<file path="config.mk">
export PLATFORM = sky130hd
export DESIGN_NAME = phase_sequencer
export DESIGN_NICKNAME = d
export VERILOG_FILES = /design/src/rtl/phase_sequencer.sv
export SDC_FILE = /design/constraint.sdc
export NUM_CORES = 1
export LEC_CHECK = 0
export ABC_AREA = 1
export BUFFER_PORTS_ARGS = -buffer_cell sky130_fd_sc_hd__buf_2
export CAP_MARGIN = 30
export CORE_AREA = 2 2 39 41
export CTS_CLUSTER_DIAMETER = 150
export CTS_CLUSTER_SIZE = 28
export DETAILED_ROUTE_END_ITERATION = 16
export DIE_AREA = 0 0 41 43
export PLACE_DENSITY = 0.47
export RECOVER_POWER = 100
export SYNTH_ARGS = -nofsm -noshare
export SYNTH_HDL_FRONTEND = slang
export SYNTH_SLANG_ARGS = --single-unit
</file>
<file path="constraint.sdc">
create_clock -name clk -period 1.12 [get_ports clk]
set_input_delay 0.224 -clock clk [delete_from_list [all_inputs] [get_ports clk]]
set_output_delay 0.224 -clock clk [all_outputs]
set_load 0.1 [all_outputs]
</file>
<file path="src/rtl/phase_sequencer.sv">
// phase_sequencer
// Steps one instruction at a time through FETCH, DECODE, EXECUTE, MEMORY and
// WRITEBACK. Each stage can hold the sequencer in its own state with its stall
// input. A new instruction may start back-to-back from WRITEBACK while run is
// high.
//
// Build option: define PHASE_SEQUENCER_INSTRET_EN to add the retired-instruction
// counter and its instret output port.
//
// state     | meaning
// ----------+--------------------------------------------------------------
// IDLE      | no instruction in flight; waits for run
// FETCH     | fetch stage enabled; held by stall_fetch
// DECODE    | decode stage enabled; held by stall_decode
// EXECUTE   | execute stage enabled; held by stall_execute
// MEMORY    | memory stage enabled; held by stall_memory
// WRITEBACK | writeback stage enabled; retires when stall_writeback is low
module phase_sequencer #(
  parameter int CNT_WIDTH = 32
) (
  input  logic                 clk,
  input  logic                 rst,
  input  logic                 run,
  input  logic                 stall_fetch,
  input  logic                 stall_decode,
  input  logic                 stall_execute,
  input  logic                 stall_memory,
  input  logic                 stall_writeback,
  output logic                 phase_fetch,
  output logic                 phase_decode,
  output logic                 phase_execute,
  output logic                 phase_memory,
  output logic                 phase_writeback,
  output logic                 busy,
  output logic                 instr_done
`ifdef PHASE_SEQUENCER_INSTRET_EN
  ,
  output logic [CNT_WIDTH-1:0] instret
`endif
);

  typedef enum logic [2:0] {
    ST_IDLE      = 3'd0,
    ST_FETCH     = 3'd1,
    ST_DECODE    = 3'd2,
    ST_EXECUTE   = 3'd3,
    ST_MEMORY    = 3'd4,
    ST_WRITEBACK = 3'd5
  } state_t;

  state_t state_q;
  state_t state_d;

  // A zero-width counter is not meaningful; stop elaboration early.
  if (CNT_WIDTH < 1) begin : g_bad_cnt_width
    $error("phase_sequencer: CNT_WIDTH must be at least 1");
  end

  // State register; reset drops any instruction in flight.
  always_ff @(posedge clk or posedge rst) begin
    if (rst) begin
      state_q <= ST_IDLE;
    end else begin
      state_q <= state_d;
    end
  end

  // Next-state selection and stage enables decoded from the current state.
  always_comb begin
    state_d         = ST_IDLE;
    phase_fetch     = 1'b0;
    phase_decode    = 1'b0;
    phase_execute   = 1'b0;
    phase_memory    = 1'b0;
    phase_writeback = 1'b0;
    busy            = 1'b1;
    instr_done      = 1'b0;
    case (state_q)
      ST_IDLE: begin
        busy    = 1'b0;
        state_d = run ? ST_FETCH : ST_IDLE;
      end
      ST_FETCH: begin
        phase_fetch = 1'b1;
        state_d     = stall_fetch ? ST_FETCH : ST_DECODE;
      end
      ST_DECODE: begin
        phase_decode = 1'b1;
        state_d      = stall_decode ? ST_DECODE : ST_EXECUTE;
      end
      ST_EXECUTE: begin
        phase_execute = 1'b1;
        state_d       = stall_execute ? ST_EXECUTE : ST_MEMORY;
      end
      ST_MEMORY: begin
        phase_memory = 1'b1;
        state_d      = stall_memory ? ST_MEMORY : ST_WRITEBACK;
      end
      ST_WRITEBACK: begin
        phase_writeback = 1'b1;
        if (stall_writeback) begin
          state_d = ST_WRITEBACK;
        end else begin
          // Retirement cycle; run chooses a back-to-back fetch or a return to idle.
          instr_done = 1'b1;
          state_d    = run ? ST_FETCH : ST_IDLE;
        end
      end
      default: begin
        // Unused encodings fall back to idle on the next edge.
        state_d = ST_IDLE;
      end
    endcase
  end

`ifdef PHASE_SEQUENCER_INSTRET_EN
  logic [CNT_WIDTH-1:0] instret_q;

  // Retired-instruction counter; wraps naturally at all-ones.
  always_ff @(posedge clk or posedge rst) begin
    if (rst) begin
      instret_q <= '0;
    end else if (instr_done) begin
      instret_q <= instret_q + CNT_WIDTH'(1);
    end
  end

  assign instret = instret_q;
`endif

endmodule

</file>
==> metrics.log <==
[metrics] status: finished, violations left
[metrics] failing checks: setup timing
[metrics] Cell variety after synth: 13
[metrics] skew final: 0.00400 ns
[metrics] min cycle time layout: 1.47 ns
[metrics] share of post-route cells with drive strength above 1: 69.3%
[metrics] Ports: 15
[metrics] clock root buffer master: sky130_fd_sc_hd__clkbuf_4
[metrics] actual slew at the worst max-slew pin: 0.252 ns
[metrics] net count reported at finish: 84
[metrics] CORE AREA: 1380 um2
[metrics] die boundary height: 43 um
[metrics] global route overflow: 0
[metrics] maximum net fanout on the critical path: 5
[metrics] maximum number of buffers from clock root to sink: 2
[metrics] count of endpoints failing setup in the final report: 8
[metrics] worst r2r path cells: 6
[metrics] placed wire-length estimate after detailed placement: 559 um
[metrics] Min-Delay Path Class: in -> reg
[metrics] Buffers & Inverters on Critical Path: 2
[metrics] Top reg by flops: state_q
[metrics] Final Routed Wirelength: 739 um
[metrics] commonest non-fill, non-tap cells in the layout: sky130_fd_sc_hd__buf_4, sky130_fd_sc_hd__buf_2, sky130_fd_sc_hd__buf_12, sky130_fd_sc_hd__nand2_1, sky130_fd_sc_hd__inv_1
[metrics] Clk pin slew, worst setup/hold paths: 0.03 ns
[metrics] post-DR vias/cell: 3.74
[metrics] number of buffers inserted during clock tree synthesis: 3
[metrics] clk sinks: 3
[metrics] antenna cells: 0
[metrics] number of search-and-repair iterations in the first detailed-routing pass: 2
[metrics] Ys Warns: 0
[metrics] Net Count, Synth: 50
[metrics] wire length of the first global-routing pass: 1180 um
[metrics] die outline width: 41 um
[metrics] register-to-register setup slack: -0.22 ns
[metrics] Max-Slew Margin vs Limit: 83.1%
[metrics] maximum cell stage delay along the critical path: 0.47 ns
[metrics] most frequent standard cell in the layout excluding fill and tap cells: sky130_fd_sc_hd__buf_4
[metrics] chain of cells forming the critical path: nor2_1 -> nand2_1 -> clkinvlp_4 -> buf_12
[metrics] RD Place Congestion: 0.729
[metrics] Max-Cap Viols: 0
[metrics] area added between synthesis and finish: 175%
[metrics] sequential fraction of the synthesis area: 30.3%
[metrics] port bufs: 14
[metrics] Worst Path Arrival: 1.25 ns
[metrics] number of slew-limit violations in the final report: 0
[metrics] CTS tree: done
[metrics] overall global routing resource usage: 9.87%
[metrics] #FFs+latches synth: 3
[metrics] clock latency reported for the late side of the worst-skew pair: 0.23 ns
[metrics] number of flip-flops in the largest register: 3
[metrics] remaining antenna violation count after routing: 0
[metrics] post-synthesis instance total: 42
[metrics] crit share post-route: 131%
[metrics] critical path capture point: phase_fetch
[metrics] Initial Utilization: 17.9%
[metrics] number of antenna violations at the first check in global routing: 0
[metrics] final worst setup slack: -0.349 ns
[metrics] combined area of all synthesized cells: 248 um2
[metrics] placement row count: 14
[metrics] largest registers: state_q: 3 flops
[metrics] remaining design rule violation count: 0
[metrics] maximum clock frequency: 681 MHz
[metrics] Critical Setup Path Class: reg -> out
[metrics] start of the worst register-to-register path: state_q[1]
[metrics] H-tree level count: 1
[metrics] average routed wire per standard cell: 8.12 um
[metrics] unrepaired setup endpoints after global routing: yes
[metrics] floorplan die area: 1760 um2
[metrics] Levels on crit path: 4
[metrics] number of global-route vias before repair: 321
[metrics] synthesized area divided by synthesized cell count: 5.90 um2
[metrics] final number of hold-violating endpoints: 0
[metrics] cell family contributing the most delay on the critical path: flip-flops
[metrics] summed negative setup slack over all endpoints: -2.38 ns
[metrics] sort of element at the end of the critical path: output port
[metrics] Startpoint Class: flip-flop
[metrics] total number of vias: 340
[metrics] worst flop-to-flop path endpoint: state_q[1]
[metrics] worst-path cell with the longest stage delay: sky130_fd_sc_hd__dfrtp_2
[metrics] launch point of the critical path: state_q[1]
[metrics] largest net degree at the start of global routing: 6
[metrics] initial DRC count: 1
[metrics] Worst Path Required: 0.90 ns
[metrics] placement-stage worst setup slack: -0.139 ns
-- metrics by stage --
stage	hold WS (ns)	instance area [um2]	util, %	std cells
global placement	0.0933	557	40.2	81
floorplan	-0.0224	294	-	42
finish	0.200	682	49.3	91
CTS	0.196	662	47.8	90
global route	0.204	682	49.3	91
detailed placement	0.0914	557	40.2	81
-- synth_stat cells (all sizes together) --
cell / n / area [um2]
dfrtp: 3 / 75.1
inv: 12 / 45.0
nand2: 11 / 43.8
nand3: 4 / 20.0
nand4: 1 / 6.26
nor2: 7 / 31.3
nor3: 1 / 10.0
nor4: 1 / 6.26
o21ai: 2 / 10.0
-- cell families (layout without fill, tap and decap cells) --
group                  count (synthesis)  count (layout)  synth area share [%]
buffers and inverters                 12              45                  18.2
and+or+nand+nor                       25              25                  47.5
AOI/OAI and AO/OA                      2               2                  4.04
DFF                                    3               3                  30.3
-- repair_timing --
action                                  CTS  global route
hold endpoints to repair                  3             0
buffers inserted                          4             2
pin swaps                                 2             1
gates resized for setup                  12             3
hold buffers                              1             0
endpoints found under the setup margin    7            10
-- layout make-up --
cell class                 instances  area (um2)
sequential                         3        78.8
fill                             130         702
tap                               16        20.0
clock buffer                       4        26.3
timing repair buffer              29         302
multi-input combinational         27         186
inverter                          12        68.8
-- worst min path at each step --
stage                      from    endpoint  slack [ns]  cells after the start
floorplan                   rst  state_q[0]       -0.02                      1
global placement            rst  state_q[2]        0.09                      2
detailed placement          rst  state_q[2]        0.09                      2
CTS                 stall_fetch  state_q[1]        0.20                      2
global route        stall_fetch  state_q[1]        0.20                      2
finish              stall_fetch  state_q[1]        0.20                      2
-- per-layer routing --
metal	wire (um)	global-route usage (%)	vias up
li1	-	-	193
met1	340	12.7	139
met2	366	13.8	8
met3	32	4.71	0
met4	0	4.00	0
met5	0	0	-
Power is left out: the tool's default activity adds up to more than one toggle a clock period on the data nets, which glitch-free logic cannot reach.
